==> config.mk <==
export PLATFORM = sky130hd
export DESIGN_NAME = card_board_ctrl
export DESIGN_NICKNAME = d
export VERILOG_FILES = /design/src/rtl/memgame_pkg.sv /design/src/rtl/lfsr16.sv /design/src/rtl/card_board_ctrl.sv
export SDC_FILE = /design/constraint.sdc
export NUM_CORES = 1
export LEC_CHECK = 0
export ABC_AREA = 1
export CORE_MARGIN = 4
export CORE_UTILIZATION = 55
export DETAILED_ROUTE_END_ITERATION = 12
export PLACE_DENSITY_LB_ADDON = 0.25
export SYNTH_ARGS = -nofsm -noshare
export SYNTH_HDL_FRONTEND = slang
export SYNTH_SLANG_ARGS = --single-unit
==> constraint.sdc <==
create_clock -name clk -period 2.8 [get_ports clk]
set_clock_uncertainty 0.2 [all_clocks]
set_input_delay 0.56 -clock clk [delete_from_list [all_inputs] [get_ports clk]]
set_output_delay 0.56 -clock clk [all_outputs]
set_load 0.03 [all_outputs]
==> src/rtl/memgame_pkg.sv <==
// Shared definitions for the memory-card game: FSM encoding, LFSR taps and helpers.
package memgame_pkg;

    localparam logic [15:0] LfsrTaps = 16'hB400;

    typedef enum logic [2:0] {
        StIdle       = 3'd0,
        StInit       = 3'd1,
        StShuffle    = 3'd2,
        StWaitFirst  = 3'd3,
        StWaitSecond = 3'd4,
        StCompare    = 3'd5,
        StShow       = 3'd6,
        StDone       = 3'd7
    } state_e;

    // Ceiling log2, used to size slot indices from the card count.
    function automatic int unsigned clog2(input int unsigned n);
        int unsigned r;
        r = 0;
        for (int unsigned k = 1; k < n; k = k << 1) begin
            r++;
        end
        return r;
    endfunction

    // Card ids 2k and 2k+1 form a pair.
    function automatic logic pair_match(input int unsigned id_a, input int unsigned id_b);
        return (id_a >> 1) == (id_b >> 1);
    endfunction

endpackage

==> src/rtl/lfsr16.sv <==
// Free-running 16-bit Galois LFSR; loaded with a non-zero seed on reset.
module lfsr16 import memgame_pkg::*; (
    input  logic        clk,
    input  logic        rst,
    input  logic [15:0] seed,
    output logic [15:0] out
);

    logic [15:0] lfsr_q;

    // Shift right, folding the dropped bit back in through the tap mask.
    always_ff @(posedge clk) begin
        if (rst) begin
            lfsr_q <= seed;
        end else begin
            lfsr_q <= (lfsr_q >> 1) ^ (lfsr_q[0] ? LfsrTaps : 16'h0000);
        end
    end

    assign out = lfsr_q;

endmodule

==> src/rtl/card_board_ctrl.sv <==
// Memory-card game board: runtime Fisher-Yates shuffle plus flip/compare/hide FSM.
module card_board_ctrl import memgame_pkg::*; #(
    parameter int unsigned NUM_CARDS   = 16,
    parameter int unsigned IDX_W       = clog2(NUM_CARDS),
    parameter int unsigned HIDE_CYCLES = 25000000,
    parameter int unsigned CNT_W       = 25,
    parameter logic [15:0] LFSR_SEED   = 16'hACE1
) (
    input  logic                       clk,
    input  logic                       rst,
    input  logic                       start,
    input  logic                       sel_valid,
    input  logic [IDX_W-1:0]           sel_idx,
    output logic                       sel_ready,
    output logic                       sel_err,
    output logic [NUM_CARDS*IDX_W-1:0] pos_flat,
    output logic [NUM_CARDS-1:0]       revealed,
    output logic [NUM_CARDS-1:0]       matched,
    output logic                       busy,
    output logic                       game_done,
    output logic [IDX_W-1:0]           match_count,
    output logic [7:0]                 attempts
);

    logic [15:0]          lfsr;
    logic [IDX_W-1:0]     shuf_j;
    logic                 unused_lfsr;
    logic                 sel_ok;

    state_e               state_q;
    logic [IDX_W-1:0]     pos_q [NUM_CARDS];
    logic [IDX_W-1:0]     shuf_i_q;
    logic [IDX_W-1:0]     sel_a_q;
    logic [IDX_W-1:0]     sel_b_q;
    logic [NUM_CARDS-1:0] revealed_q;
    logic [NUM_CARDS-1:0] matched_q;
    logic [IDX_W-1:0]     match_count_q;
    logic [7:0]           attempts_q;
    logic [CNT_W-1:0]     hide_cnt_q;
    logic                 sel_ready_q;
    logic                 sel_err_q;
    logic                 busy_q;
    logic                 game_done_q;

    lfsr16 u_lfsr (
        .clk  (clk),
        .rst  (rst),
        .seed (LFSR_SEED),
        .out  (lfsr)
    );

    assign shuf_j      = lfsr[IDX_W-1:0];
    assign unused_lfsr = ^lfsr[15:IDX_W];
    // sel_ready_q is high exactly in the two wait states.
    assign sel_ok      = sel_ready_q && !matched_q[sel_idx] && !revealed_q[sel_idx];

    // Game FSM; flag outputs are updated on the same edge as the state they describe.
    always_ff @(posedge clk) begin
        if (rst) begin
            state_q       <= StIdle;
            for (int k = 0; k < NUM_CARDS; k++) pos_q[k] <= IDX_W'(k);
            shuf_i_q      <= '0;
            sel_a_q       <= '0;
            sel_b_q       <= '0;
            revealed_q    <= '0;
            matched_q     <= '0;
            match_count_q <= '0;
            attempts_q    <= '0;
            hide_cnt_q    <= '0;
            sel_ready_q   <= 1'b0;
            sel_err_q     <= 1'b0;
            busy_q        <= 1'b0;
            game_done_q   <= 1'b0;
        end else begin
            sel_err_q <= 1'b0;
            if (start) begin
                state_q       <= StInit;
                revealed_q    <= '0;
                matched_q     <= '0;
                match_count_q <= '0;
                attempts_q    <= '0;
                hide_cnt_q    <= '0;
                sel_ready_q   <= 1'b0;
                busy_q        <= 1'b1;
                game_done_q   <= 1'b0;
            end else begin
                unique case (state_q)
                    StIdle, StDone: ;
                    StInit: begin
                        for (int k = 0; k < NUM_CARDS; k++) pos_q[k] <= IDX_W'(k);
                        shuf_i_q <= IDX_W'(NUM_CARDS - 1);
                        state_q  <= StShuffle;
                    end
                    StShuffle: begin
                        // Out-of-range draws are simply retried on the next LFSR value.
                        if (shuf_j <= shuf_i_q) begin
                            pos_q[shuf_i_q] <= pos_q[shuf_j];
                            pos_q[shuf_j]   <= pos_q[shuf_i_q];
                            shuf_i_q        <= shuf_i_q - 1'b1;
                            if (shuf_i_q == IDX_W'(1)) begin
                                state_q     <= StWaitFirst;
                                busy_q      <= 1'b0;
                                sel_ready_q <= 1'b1;
                            end
                        end
                    end
                    StWaitFirst: begin
                        if (sel_valid) begin
                            if (sel_ok) begin
                                revealed_q[sel_idx] <= 1'b1;
                                sel_a_q             <= sel_idx;
                                state_q             <= StWaitSecond;
                            end else begin
                                sel_err_q <= 1'b1;
                            end
                        end
                    end
                    StWaitSecond: begin
                        if (sel_valid) begin
                            if (sel_ok) begin
                                revealed_q[sel_idx] <= 1'b1;
                                sel_b_q             <= sel_idx;
                                state_q             <= StCompare;
                                sel_ready_q         <= 1'b0;
                            end else begin
                                sel_err_q <= 1'b1;
                            end
                        end
                    end
                    StCompare: begin
                        if (attempts_q != 8'hFF) attempts_q <= attempts_q + 1'b1;
                        if (pair_match(32'(pos_q[sel_a_q]), 32'(pos_q[sel_b_q]))) begin
                            matched_q[sel_a_q] <= 1'b1;
                            matched_q[sel_b_q] <= 1'b1;
                            match_count_q      <= match_count_q + 1'b1;
                            if (match_count_q == IDX_W'(NUM_CARDS / 2 - 1)) begin
                                state_q     <= StDone;
                                game_done_q <= 1'b1;
                            end else begin
                                state_q     <= StWaitFirst;
                                sel_ready_q <= 1'b1;
                            end
                        end else begin
                            state_q    <= StShow;
                            hide_cnt_q <= '0;
                        end
                    end
                    StShow: begin
                        if (hide_cnt_q == CNT_W'(HIDE_CYCLES - 1)) begin
                            revealed_q[sel_a_q] <= 1'b0;
                            revealed_q[sel_b_q] <= 1'b0;
                            state_q             <= StWaitFirst;
                            sel_ready_q         <= 1'b1;
                        end else begin
                            hide_cnt_q <= hide_cnt_q + 1'b1;
                        end
                    end
                    default: state_q <= StIdle;
                endcase
            end
        end
    end

    // Flatten the slot array for the draw logic.
    for (genvar g = 0; g < NUM_CARDS; g++) begin : g_flat
        assign pos_flat[g*IDX_W +: IDX_W] = pos_q[g];
    end

    assign sel_ready   = sel_ready_q;
    assign sel_err     = sel_err_q;
    assign revealed    = revealed_q;
    assign matched     = matched_q;
    assign busy        = busy_q;
    assign game_done   = game_done_q;
    assign match_count = match_count_q;
    assign attempts    = attempts_q;

endmodule
## Yosys cells after proc, flatten, opt, wreduce, memory -nomap -nowiden

Memories as Yosys holds them, arrays and structs flattened. A register that Yosys moved wholly into a read port is not among the register bits.
Cells that the tools add are included.

- Bits in read-only memories: 0
- RAM bits: 64
- Bits in registers: 104
- Output and inout port bits: 112
- Input port bits: 8
- Memories: 1
- Bits in latches: 0

- Order comparisons: 7
- Multipliers: 0
- Mux-type cells: 84
- $add $sub $neg: 4
- Shifts and indexed selects: 0
- Divide/modulo/power cells: 0
- Bitwise logic cells: 27
- Reductions and logical operators: 33
- Eq/ne operators: 31

Memory list:

| memory | depth | bits a word | rd ports | clocked after memory_dff | write ports | line | text |
|---|---|---|---|---|---|---|---|
| pos_q | 16 | 4 | 20 | 4 | 16 | card_board_ctrl.sv:31 | `logic [IDX_W-1:0] pos_q [NUM_CARDS];` |

Operators with widths:

| kind | count |
|---|---|
| 4-bit 2-to-1 mux | 28 |
| 16-bit 2-to-1 mux | 4 |
| 25-bit 2-to-1 mux | 2 |
| 25-bit case mux with 2 select lines | 1 |
| 16-bit bitwise OR | 3 |
| 16-bit AND | 2 |
| 16-bit NOT | 2 |
| 16-bit case mux with 2 select lines | 1 |
| 1-bit 2-to-1 mux | 31 |
| 3-bit 2-to-1 mux | 9 |
| 25-bit by 1-bit adder with 25-bit output, second input constant | 1 |
| 25-bit == test, second input constant | 1 |
| 8-bit AND reduction | 3 |
| 2-bit inequality test, second input constant | 11 |
| 3-bit inequality test, second input constant | 7 |
| 3-bit case mux with 6 select lines | 1 |
| 1-bit bitwise OR | 16 |
| 15-bit by 16-bit XOR with 16-bit output | 1 |
| 4-bit by 5-bit less-than comparator with 1-bit output, second input constant | 3 |
| 1-bit demux with 4-bit select | 3 |
| 4-bit by 1-bit greater-or-equal comparator with 1-bit output, second input constant | 3 |
| 3-bit AND reduction | 4 |
| 4-bit AND reduction | 3 |
| 2-bit nonzero test | 6 |
| 24 further kinds | 40 |

## Depth between registers and ports, before layout

- Word-level depth: 9
- Gate-level depth with buffers: 17
- Gate-level depth less buffers: 15

## Hierarchy

Synthesis repeated with hierarchy kept, for this count alone.

- Cell total of the unflattened synthesis: 1559
- Area, all modules: 10840.4 um2

Modules (own cells, without submodules):

| module | sequential area each (um2) | area each (um2) | cells an instance | times used |
|---|---|---|---|---|
| card_board_ctrl | 3923.8 | 10241.1 | 1482 | 1 |
| lfsr16 | 320.3 | 599.3 | 77 | 1 |

## Least setup slack after synthesis

Ideal clock, no wire load.

- Path type: register -> register
- Start: reg shuf_i_q[1]
- End: mem pos_q[0][0] in the netlist's numbering (enable)
- Setup slack: 0.464 ns
- Stages on the path, launching flop included: 12
- Library setup time: 0.313 ns
- Data arrival time: 1.823 ns
- Required time: 2.287 ns
- Period minus slack after synthesis: 2.336 ns
- Cell sequence: dfxtp_1 -> inv_1 -> ha_1 -> a21oi_1 -> o21ai_0 -> nand2_1 -> nand2_1 -> nor2_4 -> inv_2 -> nor2_2 -> nand2_1 -> nand3b_1

RTL lines:

| element | line | text |
|---|---|---|
| from (decl) | card_board_ctrl.sv:32 | `logic [IDX_W-1:0] shuf_i_q;` |
| from (signal assigned) | card_board_ctrl.sv:91 | `shuf_i_q <= IDX_W'(NUM_CARDS - 1);` |
| from (signal assigned) | card_board_ctrl.sv:99 | `shuf_i_q <= shuf_i_q - 1'b1;` |
| to (decl) | card_board_ctrl.sv:31 |  |

==> flow_metrics.tcl <==
set metrics [dict create \
    pwr-share-comb_pct 17.7 \
    synth.cell_area_sq_um 10800 \
    min_path_type "register to register" \
    rows 50 \
    holdPathStages 2 \
    clockBufferDepth 2 \
    io_pins 120 \
    setup_viol 0 \
    critical_path_class "register to register" \
    end_kind "register" \
    seqPwrFrac_pct 44.9 \
    synth_cell_type_count 41 \
    initial_utilization_pct 56.7 \
    cp.arrival_ns 2.66 \
    final_max_slew_viol_count 0 \
    synth_area_per_cell_sq_um 7.05 \
    gp_congestion 1.01 \
    detail_route.wl_per_cell_microns 18.5 \
    wirelength_microns 36200 \
    ctsHtreeMaxLevel 4 \
    area_growth_pct 23.0 \
    drt_iter0_markers 1393 \
    worst_pin_slew_ns 0.665 \
    grt_max_degree 61 \
    synthArstFlopShare_pct 0 \
    peakVddDrop_mv 0.480 \
    drc 0 \
    p_int_mw 4.33 \
    clk_latency_ns 0.45 \
    rrSetupSlack_ns 0.14 \
    post_route_cells_drive_above_1_share_pct 9.45 \
    grt_pass1_wl_microns 55900 \
    fin_crit_ns 2.66 \
    ys_seq_area_share_pct 39.5 \
    tns_ns 0 \
    vias 11700 \
    hold_viol_final 0 \
    rsz0062_at_grt "yes" \
    max_slew_margin_pct 55.5 \
    fin_nets 1701 \
    ys_ff_latch 180 \
    cts_hold_buf 0 \
    startpoint "shuf_i_q[1]" \
    clkSinkCount 180 \
    cellLeakagePower_nw 4.95 \
    fillers 1636 \
    ys_warn_count 0 \
    synthFlopType "dfxtp_1" \
    maxCapViolCount 0 \
    dieHeight_microns 148 \
    power_density_nw_per_um2 481 \
    cp-start-kind "register" \
    timing.fmax_mhz 376 \
    fin_ws_ns 0.142 \
    clkTransAtPathRegs_ns 0.08 \
    viasPerCell 5.98 \
    cp_max_fo 8 \
    antenna_found_initial 0 \
    holdPathEnd "u_lfsr.out[14]" \
    p_switching_mw 2.03 \
    critical_path_required_ns 2.80 \
    ant_nets 0 \
    cts_tree "done" \
    period_share_pct 94.9 \
    drtPass1Iterations 6 \
    numPortBuffers 119 \
    grt_pass1_vias 10500 \
    syn-num-nets 1546 \
    power_frac_clock_pct 37.4 \
    gr-total-overflow 0 \
    grtUsageTotal_pct 32.1 \
    hp-start "u_lfsr.out[15]" \
    r2r_start "shuf_i_q[1]" \
    cts_inserted_buffers 17 \
    root_buffer "clkbuf_16" \
    die_area_sq_um 21900 \
    synth_edf_count 64 \
    r2r_cells 12 \
    die_w_microns 148 \
    place_hpwl_microns 27300 \
    r2r_end "pos_q[4][2]" \
    outcome "completed" \
    core_sq_um 19000 \
    diodes 0 \
    dp_slack_ns -0.0856 \
    sw_frac_of_total_pct 32.0 \
    syn-instance-count 1526 \
]
## sequential cells by signal, indices dropped and copies added (netlist names), named ones only
| register | cells |
|---|---|
| attempts | 8 |
| busy | 1 |
| game_done | 1 |
| hide_cnt_q | 25 |
| match_count | 4 |
| matched | 16 |
| pos_q | 64 |
| revealed | 16 |
| sel_a_q | 4 |
| sel_b_q | 4 |
| sel_err | 1 |
| sel_ready | 1 |
| shuf_i_q | 4 |
| state_q | 3 |
| u_lfsr.out | 16 |
## worst max-delay path by stage
stage	to	slack [ns]	depth (start not counted)
final	pos_q[4][2]	0.14	12
after floorplan	pos_q[0][0]	0.46	11
after global placement	pos_q[5][2]	0.007	10
after CTS	pos_q[13][3]	0.09	11
after detailed placement	revealed[14]	-0.09	15
after global routing	pos_q[8][3]	-0.03	12
## per-layer routing
metal	vias to the layer above	share of wire (%)	GRT usage (%)	wire [microns]
met4	0	3.8	11.9	1370
met5	-	0	0	0
met2	776	45	50.4	16200
met3	136	12	7.57	4380
li1	5465	-	-	-
met1	5310	40	43.6	14300
## synthesized netlist by cell type (all sizes together), types with 20 or more instances
library cell,number,share of area (%)
nand2,312,11
nor2,142,5.3
nor3,31,1.5
o22ai,56,3.3
nand4,20,1.2
clkbuf,26,0.91
dfxtp,116,22
edfxtp,64,18
a21oi,127,6.0
o21ai,128,6.0
nand3,134,6.4
inv,214,7.5
buf,33,2.1
## worst max-delay path: stages (launching register included)
cell and delay [ns]:
dfxtp_2 0.36, inv_1 0.09, ha_1 0.29, a21oi_1 0.16
o21ai_1 0.10, nand2_1 0.09, nand2_1 0.09, nor2_4 0.26
nand2_1 0.16, nor2_1 0.24, nand2_1 0.16, o22ai_1 0.16
inv_1 0.05
## cells by family after synthesis
family	share of synthesized area, %
fa+ha+maj	1.40
xor+xnor	1.63
mux	0.372
simple gates	27.2
compound gates	19.3
buf+inv	10.6
flops	39.5
## power by group through the flow
stage	Combinational [mW]	Sequential, mW	Clock [mW]
after floorplan	0.587	2.94	0
after global placement	1.07	2.91	0
after detailed placement	1.08	2.91	0
after CTS	1.08	2.85	2.39
after global routing	1.20	2.86	2.50
final	1.13	2.85	2.38
## cells in the final DEF, fill, tap and decap left out, types with 4 or more instances in the layout
cell,Yosys,layout
nand3b_1,14,14
mux2i_1,4,4
inv_4,3,4
buf_12,0,6
clkdlybuf4s50_1,0,119
a22oi_1,16,16
nand2_1,309,305
o21ai_1,10,11
clkbuf_16,0,17
o211ai_1,15,15
buf_4,4,70
xor2_1,17,17
a21oi_1,126,126
nor2_1,132,129
nand2_2,2,6
o22ai_1,56,55
nor2_2,7,8
nand4_1,20,20
nand3_1,133,132
inv_8,0,4
o221ai_1,6,6
inv_1,202,201
nor2_4,3,5
nor3_1,30,28
dfxtp_1,116,113
o21ai_0,118,117
or2_2,9,9
inv_6,0,7
a22o_1,13,13
edfxtp_1,64,64
ha_1,12,12
inv_2,9,9
## cell type report
class                           instances  area (sq um)  share of cell area, %
Multi-Input combinational cell       1070          5410                   40.9
Sequential cell                       180          4250                   32.1
Timing Repair Buffer                  195          1840                   13.9
Inverter                              217           825                   6.23
Clock buffer                           17           425                   3.22
Tap cell                              260           325                   2.46
Clock inverter                         15           154                   1.16
## through the flow
stage	instances	instance area, sq um	util, %	power [mW]	hold WS (ns)
CTS	1952	13200	69.4	6.32	0.212
global route	1954	13200	69.8	6.55	0.236
floorplan	1526	10800	-	3.53	0.188
finish	1954	13200	69.8	6.36	0.209
global placement	1920	12600	66.4	3.97	0.190
detailed placement	1920	12600	66.4	3.98	0.193
## timing repair
action                     CTS  global route
setup buffers                0             2
resized for setup            0            17
setup endpoints to repair    0           127
Note: power is estimated with default switching activity, not from simulation.
